File: config.mk
export PLATFORM = sky130hd
export DESIGN_NAME = demux_1x8_seq
export DESIGN_NICKNAME = d
export VERILOG_FILES = /design/src/rtl/demux_1x8_seq.sv
export SDC_FILE = /design/constraint.sdc
export NUM_CORES = 1
export LEC_CHECK = 0
export ABC_CLOCK_PERIOD_IN_PS = 2250
export BUFFER_PORTS_ARGS = -buffer_cell sky130_fd_sc_hd__buf_4
export CORE_UTILIZATION = 45
export DETAILED_ROUTE_END_ITERATION = 7
export PLACE_DENSITY = 0.74
export SLEW_MARGIN = 40
export SYNTH_ARGS = -nofsm -noshare
export SYNTH_HDL_FRONTEND = slang
export SYNTH_SLANG_ARGS = --single-unit
File: constraint.sdc
create_clock -name clk -period 2.25 [get_ports clk]
set_input_delay 0.45 -clock clk [delete_from_list [all_inputs] [get_ports clk]]
set_output_delay 0.45 -clock clk [all_outputs]
set_load 0.02 [all_outputs]
File: src/rtl/demux_1x8_seq.sv
// 1-to-8 registered demultiplexer with manual select and an auto-scan mode.
// Auto-scan writes successive valid bits to outputs a..h and pulses frame_done when the frame completes.
module demux_1x8_seq #(
    parameter bit CLEAR_UNSELECTED = 1'b0
) (
    input  logic       clk,
    input  logic       rst_n,
    input  logic       din,
    input  logic       s,
    input  logic       s1,
    input  logic       s2,
    input  logic       mode,
    input  logic       start,
    input  logic       valid,
    output logic       a,
    output logic       b,
    output logic       c,
    output logic       d,
    output logic       e,
    output logic       f,
    output logic       g,
    output logic       h,
    output logic       busy,
    output logic       frame_done,
    output logic [2:0] ptr
);

    typedef enum logic {
        IDLE = 1'b0,
        SCAN = 1'b1
    } state_t;

    state_t     state_q, state_d;
    logic [7:0] out_q, out_d;
    logic [2:0] ptr_q, ptr_d;
    logic       busy_q, busy_d;
    logic       frame_done_q, frame_done_d;

    logic [2:0] sel;
    logic       wr_en;
    logic [2:0] wr_idx;

    assign sel = {s2, s1, s};

    // A mode drop during SCAN aborts the frame but still honours that cycle's manual write.
    always_comb begin
        state_d      = state_q;
        ptr_d        = ptr_q;
        frame_done_d = 1'b0;
        wr_en        = 1'b0;
        wr_idx       = sel;

        case (state_q)
            IDLE: begin
                ptr_d = 3'd0;
                if (mode) begin
                    if (start) begin
                        state_d = SCAN;
                    end
                end else begin
                    wr_en = valid;
                end
            end
            SCAN: begin
                if (!mode) begin
                    state_d = IDLE;
                    ptr_d   = 3'd0;
                    wr_en   = valid;
                end else if (valid) begin
                    wr_en  = 1'b1;
                    wr_idx = ptr_q;
                    ptr_d  = ptr_q + 3'd1;
                    if (ptr_q == 3'd7) begin
                        state_d      = IDLE;
                        frame_done_d = 1'b1;
                    end
                end
            end
            default: begin
                state_d = IDLE;
                ptr_d   = 3'd0;
            end
        endcase

        busy_d = (state_d == SCAN);

        out_d = out_q;
        if (wr_en) begin
            if (CLEAR_UNSELECTED) begin
                out_d = 8'h00;
            end
            out_d[wr_idx] = din;
        end
    end

    always_ff @(posedge clk or negedge rst_n) begin
        if (!rst_n) begin
            state_q      <= IDLE;
            out_q        <= 8'h00;
            ptr_q        <= 3'd0;
            busy_q       <= 1'b0;
            frame_done_q <= 1'b0;
        end else begin
            state_q      <= state_d;
            out_q        <= out_d;
            ptr_q        <= ptr_d;
            busy_q       <= busy_d;
            frame_done_q <= frame_done_d;
        end
    end

    assign a          = out_q[0];
    assign b          = out_q[1];
    assign c          = out_q[2];
    assign d          = out_q[3];
    assign e          = out_q[4];
    assign f          = out_q[5];
    assign g          = out_q[6];
    assign h          = out_q[7];
    assign busy       = busy_q;
    assign frame_done = frame_done_q;
    assign ptr        = ptr_q;

endmodule

**Word-level counts from Yosys, hierarchy flattened**

Index checks and enable logic that the tools add are counted.

- Flip-flop bits (word level): 13
- Input port bits: 9
- Output and inout bits: 13
- Word-level logic and storage cells: 34

- Add/sub/neg operators: 1
- Order comparisons: 2
- Equal/unequal tests: 2
- Muxes and demuxes: 23
- Bitwise logic cells: 1
- Reduce and logical (&&, ||, !) cells: 1

Operator list:

| cell | count |
|---|---|
| $mux W3 | 5 |
| $mux W1 | 13 |
| $bwmux W8 | 1 |
| $pmux W3 S2 | 1 |
| $lt A3 B4 Y1 const B | 1 |
| $pmux W1 S2 | 2 |
| $add A3 B1 Y3 const B | 1 |
| $demux W1 S3 | 1 |
| $eq A3 B3 Y1 const B | 1 |
| $ge A3 B1 Y1 const B | 1 |
| $ne A3 B3 Y1 const B | 1 |
| $logic_and A1 B1 Y1 | 1 |
| $not A1 Y1 | 1 |

**Depth between registers and ports, before layout**

Gate-level depths: netlist of the first run.

- Depth in word-level cells: 8
- Gate-level depth with buffers: 5
- Depth with buffers taken out: 4

**Worst setup path after synthesis of the first run**

OpenSTA, ideal clock, no wires.

- Path type: input to register
- From: input port valid
- To: register out_q[1]
- Setup time: 0.125 ns
- Arrival time: 1.309 ns
- Data required time: 2.125 ns
- Slack: 0.816 ns
- Stages: 5
- Buffers on the path: 1
- Path through: buf_4 -> nand3_4 -> mux2i_1 -> nand2b_1 -> mux2_2

- Longest elaborated chain between the ends: 8
- Elaborated cells on any way between the ends: 13
- Classes of those cells: order compare (2); mux (10); reduce/logical (1)

RTL lines:

| what | line | source |
|---|---|---|
| start, declared | 14 | `input logic valid,` |
| $mux W3 | 69 | `end else if (valid) begin` |
| $mux W3 | 65 | `if (!mode) begin` |
| $mux W3 | 53 | `case (state_q)` |
| $lt A3 B4 Y1 (implied by the code) / $ge A3 B1 Y1 (equally long branches) | 92 | `out_d[wr_idx] = din;` |
| $logic_and A1 B1 Y1 (implied by the code) | 92 |  |
| $mux W1 (implied by the code) | 92 |  |
| $demux W1 S3 | 92 |  |
| $bwmux W8 | 92 |  |
| end signal, assigned | 105 | `out_q <= out_d;` |
| end, declared | 34 | `logic [7:0] out_q, out_d;` |

Parallel ways exist; a longest one is shown, timed or not.
A chain may end at the register's enable or synchronous reset.

==> results of run 1 <==
## cell type report
class / instances / area, um2 / area share (%)
Inverter: 2 / 7.51 / 0.852
Sequential cell: 13 / 325 / 36.9
Tap cell: 15 / 18.8 / 2.13
Clock buffer: 4 / 26.3 / 2.98
Multi-Input combinational cell: 46 / 345 / 39.2
Timing Repair Buffer: 21 / 158 / 17.9
## metal layers
metal | routed length (um) | GRT usage, % | part of all wire [%]
met1 | 647 | 25.4 | 49
met4 | 25 | 12.5 | 1.9
met3 | 49 | 3.26 | 3.7
met5 | 0 | 0 | 0
met2 | 589 | 28.5 | 45
## registers in the layout, summed over array words and instances (netlist names)
signal	cells
busy	1
frame_done	1
out_q	8
ptr	3
## report_power, final
part / leakage (nW) / internal [mW] / total, mW / switching, mW
Clock: 0.0150 / 0.0688 / 0.147 / 0.0784
Sequential: 0.165 / 0.274 / 0.297 / 0.0231
Combinational: 0.255 / 0.0912 / 0.191 / 0.100
Total: 0.435 / 0.434 / 0.636 / 0.202
## path summary, 6_finish.rpt
check	end	cells past startpoint
min in group clk	out_q[7]	2
setup / recovery	out_q[5]	4
hold / removal	frame_done	1
hold reg to reg	out_q[0]	1
setup reg to reg	out_q[5]	4
max in group asynchronous	out_q[2]	1
## worst register-to-register path: stages (launching register included)
cell and delay, ps:
dfrtp_1 480, nand3_4 160, mux2i_1 270, nand2_1 100, mux2_1 310
## cells by family after synthesis
kind of cell / share of synthesized area [%]
DFF: 47.4
buffers and inverters: 2.19
xor gates and xnor gates: 1.28
muxes: 21.9
and+or+nand+nor: 19.3
adders and majority gates: 3.65
AOI/OAI and AO/OA: 4.20
## synth_stat cells (all sizes together)
cell     n
a31oi    1
buf      1
dfrtp   13
ha       2
inv      2
mux2     8
mux2i    6
nand2    9
nand2b   7
nand3    1
nand4    1
nand4b   1
nor2     6
o21ai    3
xnor2    1
## through the flow
step | std cells | setup slack (ps) | hold slack, ps | power (mW) | util (%)
5_1_grt | 101 | 689 | 5.97 | 0.667 | 64.5
4_1_cts | 101 | 803 | 1.55 | 0.641 | 64.5
3_5_place_dp | 97 | 724 | 304 | 0.495 | 62.5
2_1_floorplan | 62 | 816 | 154 | 0.401 | -
6_report | 101 | 811 | -4.78 | 0.636 | 64.5
3_3_place_gp | 97 | 732 | 302 | 0.492 | 62.5
==> run summary, run 1 <==
smallest hold slack: -4.78 ps
Initial Util: 50.2%
kind of critical path: flip-flop to flip-flop
DRC Markers: 0
Design Area, Final: 881 um2
placed wire-length estimate: 938 um
most frequent cells in the layout: buf_4, dfrtp_1, nand2_1, nand2b_1, mux2_1
# hold bufs at CTS: 0
row count: 13
Slew @ Worst Pin: 265 ps
final hold vios: 6
largest cells by area after synthesis: dfrtp_1, mux2_1, mux2i_1, nand2b_1, nand2_1
Critical Path Max Stage Delay: 480 ps
slowest CP cell: dfrtp_1
All-Layer GR Usage: 19.2%
vias in the first global route: 448
IO Count: 22
Die X: 41.0 um
max frequency: 695 MHz
die area: 1680 um2
MaxCap Viol Count: 0
routed wire length: 1310 um
worst hold path type: primary input to async pin
Lkg Pwr: 0.435 nW
layout cells sized above 1: 32.6%
Cell Area, Synth: 686 um2
post-synthesis net count: 73
final setup violation count: 0
Core Box Area: 1370 um2
Peak VDD IR: 0.000391 V
RSZ-0062 raised after global routing: no
Critical path origin: busy
Req. time, crit path: 2410 ps
drt pass-1 iters: 4
status: finished with violations
clock skew: 6.74 ps
grt ovf: 0
Synth top area share: 47.4%
Startpoint Class: flip-flop
Slew Viols, Final: 0
Avg WL per Cell: 13.0 um
Routability Congestion: 0.773
post-synth cell types: 17
first-pass GRT wire length: 2000 um
DR iter-0 viols: 3
port buffer count: 21
pin count of the biggest net entering global routing: 14
Die Height: 41.0 um
commonest non-fill, non-tap cell in the layout: buf_4
# fillers: 122
drt via density: 5.02
Worst-Skew Late Latency: 280 ps
Clock Tree Buf Depth: 2
Clock transition at path regs: 80 ps
vias post-DR: 507
flops & latches, synth: 13
H-tree depth: 1
antenna cell count: 0
violated checks: negative hold slack
Synth area leader: dfrtp_1
r2r setup slk: 810 ps
RR Startpoint: busy
Root Driver: clkbuf_4
CTS-repair resized insts: 0
initial antenna violation count: 0
Mean Syn Cell Area: 11.1 um2
fin nets: 98
final worst-path cycle share: 64.0%
Seq/Total Area, Yosys: 47.4%
critical path capture point type: flip-flop
TritonCTS clock tree: built
Layout area overhead: 28.5%
CP Cell Sequence: nand3_4 > mux2i_1 > nand2_1 > mux2_1
area post-placement: 855 um2
slew margin rel.: 82.3%
setup TNS: 0 ps
cell family with most CP delay: multiplexers
cells after synthesis: 62
Crit path arrival time: 1600 ps
minimum clock period: 1440 ps
post-CTS setup buffer count: 0
highest net fanout along the worst path: 7
Antenna Nets Post-Route: 0
pwr dens: 722 nW/um2
critical path buffer and inverter count: 0
CTS Buf Count: 3
Yosys warnings: 0
clock sink count: 13
(Power assumes the default switching activity.)
==> run 2, diff against run 1 <==
--- a/config.mk
+++ b/config.mk
@@ -5,9 +5,10 @@
 export SDC_FILE = /design/constraint.sdc
 export NUM_CORES = 1
 export LEC_CHECK = 0
-export ABC_CLOCK_PERIOD_IN_PS = 2250
+export ABC_CLOCK_PERIOD_IN_PS = 1300
 export BUFFER_PORTS_ARGS = -buffer_cell sky130_fd_sc_hd__buf_4
-export CORE_UTILIZATION = 45
+export CORE_ASPECT_RATIO = 1.2
+export CORE_UTILIZATION = 43
 export DETAILED_ROUTE_END_ITERATION = 7
 export PLACE_DENSITY = 0.74
 export SLEW_MARGIN = 40
==> constraint.sdc (replaced) <==
create_clock -name clk -period 1.3 [get_ports clk]
set_input_delay 0.26 -clock clk [delete_from_list [all_inputs] [get_ports clk]]
set_output_delay 0.26 -clock clk [all_outputs]
set_load 0.02 [all_outputs]
==> run summary, run 2 (synthesized netlist as in run 1, its figures left out) <==
Lkg Pwr: 0.488 nW
CTS Buf Count: 3
IO Count: 22
MaxCap Viol Count: 0
Critical Path Max Stage Delay: 440 ps
max FFs per register: 8
minimum clock period: 1310 ps
Int Power: 0.781 mW
final worst slack: -8.32 ps
final hold vios: 0
Worst-Skew Late Latency: 290 ps
vias post-DR: 570
Placed Cells: 106
slew margin rel.: 86.3%
Startpoint Class: flip-flop
antenna cell count: 0
critical path capture point type: flip-flop
pwr dens: 1180 nW/um2
Top reg by flops: out_q
routed wire length: 1470 um
CP Cell Sequence: nand3_4 > mux2i_1 > nand2_1 > mux2_1
critical path buffer and inverter count: 0
Avg WL per Cell: 13.1 um
Root Driver: clkbuf_4
Crit path arrival time: 1480 ps
violated checks: negative setup slack
commonest non-fill, non-tap cell in the layout: buf_4
grt ovf: 0
Die X: 38.5 um
max frequency: 764 MHz
port buffer count: 21
slowest CP cell: dfrtp_2
RSZ-0062 raised after global routing: yes
Clock Tree Buf Depth: 2
worst hold path type: primary input to flip-flop
clock network power share: 23.0%
fin nets: 107
drt via density: 5.09
DR iter-0 viols: 12
Slew @ Worst Pin: 200 ps
clock sink count: 13
Peak VDD IR: 0.000860 V
TritonCTS clock tree: built
# fillers: 119
Gate power share: 32.0%
register share of total power: 45.0%
clock skew: 2.67 ps
layout cells sized above 1: 42.1%
non-filler cells, final: 112
highest net fanout along the worst path: 5
All-Layer GR Usage: 20.0%
cell family with most CP delay: multiplexers
Antenna Nets Post-Route: 0
Layout area overhead: 42.3%
vias in the first global route: 564
r2r setup slk: -8 ps
pin count of the biggest net entering global routing: 14
Slew Viols, Final: 0
initial antenna violation count: 0
Die Height: 45.7 um
status: finished with violations
kind of critical path: flip-flop to flip-flop
Core Box Area: 1460 um2
die area: 1760 um2
first-pass GRT wire length: 2330 um
final setup violation count: 5
most frequent cells in the layout: buf_4, dfrtp_1, nand2_1, nand2b_1
final worst-path cycle share: 101%
Net Sw Power: 0.368 mW
Place WS: -25.0 ps
DRC Markers: 0
Req. time, crit path: 1470 ps
switching share of power: 32.1%
drt pass-1 iters: 3
Clock transition at path regs: 80 ps
Routability Congestion: 0.764
Initial Util: 46.8%
H-tree depth: 1
row count: 15
placed wire-length estimate: 1150 um
==> run 2: cell count changes in the layout (fill, tap and decap cells not counted) <==
cell / previous run / this run
mux2_1: 7 / 6
buf_4: 21 / 26
dlygate4sd3_1: 0 / 1
dfrtp_1: 13 / 10
dfrtp_2: 0 / 3
mux2_4: 0 / 2
buf_6: 0 / 3
mux2_2: 1 / 0
==> run 2: what timing repair did <==
item	CTS	global route
endpoints found under the setup margin	9	9
pin swaps	1	0
hold endpoints to repair	13	0
resized for setup	3	2
hold buffers	1	0
setup buffers	1	1
==> run 2: area by class of cell <==
class                   instances  area (um2)  area share [%]
well taps                      17        21.3            2.18
multi-input cells              46         353            36.2
repair buffers                 30         239            24.5
flip-flops and latches         13         329            33.7
inverters                       2        7.51           0.769
clock buffers                   4        26.3            2.69
==> run 2: power groups by stage <==
stage                     Sequential [mW]  Combinational (mW)  Clock, mW
final                               0.517               0.368      0.264
after global routing                0.526               0.394      0.287
after CTS                           0.517               0.372      0.263
after detailed placement            0.525               0.368          0
after global placement              0.521               0.361          0
after floorplan                     0.610              0.0984          0
==> run 2: layer usage <==
metal	part of all wire, %	routed length, um	track usage [%]	up-vias
li1	-	-	-	278
met1	43	626	23.1	274
met2	51	745	33.2	13
met3	3.5	51	4.41	5
met4	2.9	42	12.4	0
met5	0	0	0	-
==> run 2: worst paths after layout <==
check / cells after the start / start / to
setup / recovery: 4 / busy / out_q[2]
hold / removal: 2 / din / out_q[5]
setup reg to reg: 4 / busy / out_q[2]
hold reg to reg: 1 / out_q[5] / out_q[5]
max in group asynchronous: 2 / rst_n / busy
min in group asynchronous: 2 / rst_n / ptr[0]
==> run 2: per-stage QoR <==
step                      power (mW)  hold slack, ps  util [%]  setup TNS (ps)  area [um2]
final                           1.15             250      66.7           -30.3         976
after global routing            1.21             256      66.7            -525         976
after CTS                       1.15             255      65.8           -23.6         963
after detailed placement       0.892             116      62.7            -107         918
after global placement         0.882             115      62.7            -101         918
after floorplan                0.708           -35.6         -            -215         694
==> run 3, diff against run 2 <==
--- a/config.mk
+++ b/config.mk
@@ -11,6 +11,7 @@
 export CORE_UTILIZATION = 43
 export DETAILED_ROUTE_END_ITERATION = 7
 export PLACE_DENSITY = 0.74
+export REMOVE_ABC_BUFFERS = 1
 export SLEW_MARGIN = 40
 export SYNTH_ARGS = -nofsm -noshare
 export SYNTH_HDL_FRONTEND = slang
==> run summary, run 3 (synthesized netlist as in run 1, its figures left out) <==
Root Driver: clkbuf_4
port buffer count: 21
Layout area overhead: 44.2%
TritonCTS clock tree: built
Avg WL per Cell: 13.1 um
row count: 15
worst hold path type: primary input to flip-flop
Clock Tree Buf Depth: 2
minimum clock period: 1400 ps
Routability Congestion: 0.694
Lkg Pwr: 0.500 nW
most frequent cells in the layout: buf_4, dfrtp_1, nand2_1, nor2_1, mux2_1
Placed Cells: 105
final setup violation count: 8
routed wire length: 1470 um
drt via density: 4.88
fin nets: 107
MaxCap Viol Count: 0
Final Util: 67.5%
DRC Markers: 0
Worst-Skew Late Latency: 270 ps
final worst-path cycle share: 108%
clock skew: 2.54 ps
Crit path arrival time: 1560 ps
final worst slack: -98.4 ps
RSZ-0062 raised after global routing: yes
commonest non-fill, non-tap cell in the layout: buf_4
RR Startpoint: busy
kind of critical path: flip-flop to flip-flop
pin count of the biggest net entering global routing: 14
Die Height: 45.7 um
max frequency: 715 MHz
Req. time, crit path: 1460 ps
Design Area, Final: 988 um2
IO Count: 22
non-filler cells, final: 112
initial antenna violation count: 0
Hold Crit Start: din
Clock transition at path regs: 80 ps
Slew Viols, Final: 0
vias in the first global route: 523
setup TNS: -436 ps
grt ovf: 0
layout cells sized above 1: 42.1%
Slew @ Worst Pin: 259 ps
All-Layer GR Usage: 21.0%
Antenna Nets Post-Route: 0
# fillers: 127
Core Box Area: 1460 um2
area post-placement: 902 um2
Peak VDD IR: 0.000781 V
status: finished with violations
max FFs per register: 8
drt pass-1 iters: 2
smallest hold slack: 268 ps
antenna cell count: 0
placed wire-length estimate: 1120 um
critical path capture point type: flip-flop
Die X: 38.5 um
first-pass GRT wire length: 2300 um
clock sink count: 13
vias post-DR: 546
slew margin rel.: 82.7%
DR iter-0 viols: 1
Critical path origin: busy
Top reg by flops: out_q
highest net fanout along the worst path: 5
CTS Buf Count: 3
violated checks: negative setup slack
die area: 1760 um2
Initial Util: 46.8%
final hold vios: 0
pwr dens: 1150 nW/um2
H-tree depth: 1
Startpoint Class: flip-flop
==> run 3: cell type report <==
class	count	area, um2	area share [%]
repair buffers	30	228	23.0
multi-input cells	46	380	38.5
inverters	2	7.51	0.759
well taps	17	21.3	2.15
flip-flops and latches	13	325	32.9
clock buffers	4	26.3	2.66
==> run 3: stage by stage <==
stage	setup WS (ps)	total power [mW]
after global placement	-62.5	0.863
after floorplan	-112	0.689
after detailed placement	-112	0.876
final	-98.4	1.14
after global routing	-137	1.21
after CTS	-98.5	1.15
==> run 3: worst max-delay path, cell delays in order (launching register included) <==
cell and delay, ps:
dfrtp_1 430, nand3_4 130, mux2i_4 270, nand2b_4 160, mux2_4 300
==> run 3: final timing paths <==
path                             to  slack (ps)  cells after the start
setup / recovery           out_q[0]        -100                      4
hold / removal             out_q[3]         270                      2
setup reg to reg           out_q[0]        -100                      4
hold reg to reg            out_q[6]         500                      1
max in group asynchronous  out_q[2]         770                      2
min in group asynchronous    ptr[2]         370                      2
==> run 3: layer usage <==
| layer | vias up | GRT usage [%] | share of wire, % |
|---|---|---|---|
| met3 | 2 | 4.90 | 4.8 |
| met2 | 17 | 36.3 | 55 |
| met1 | 249 | 20.9 | 38 |
| met5 | - | 0 | 0 |
| li1 | 278 | - | - |
| met4 | 0 | 16.6 | 1.9 |
==> run 3: repair_timing <==
item,CTS,global route
cloned,0,0
setup buffers,1,1
setup endpoints to repair,8,10
pin swaps,3,0
hold buffers,1,0
hold endpoints to repair,13,0
resized for setup,5,1
==> run 3: where the power goes <==
group	leakage (nW)	internal (mW)	total (mW)	switching [mW]
registers	0.165	0.474	0.517	0.0422
logic	0.319	0.191	0.379	0.188
clock network	0.0150	0.119	0.242	0.123
total	0.500	0.784	1.14	0.354
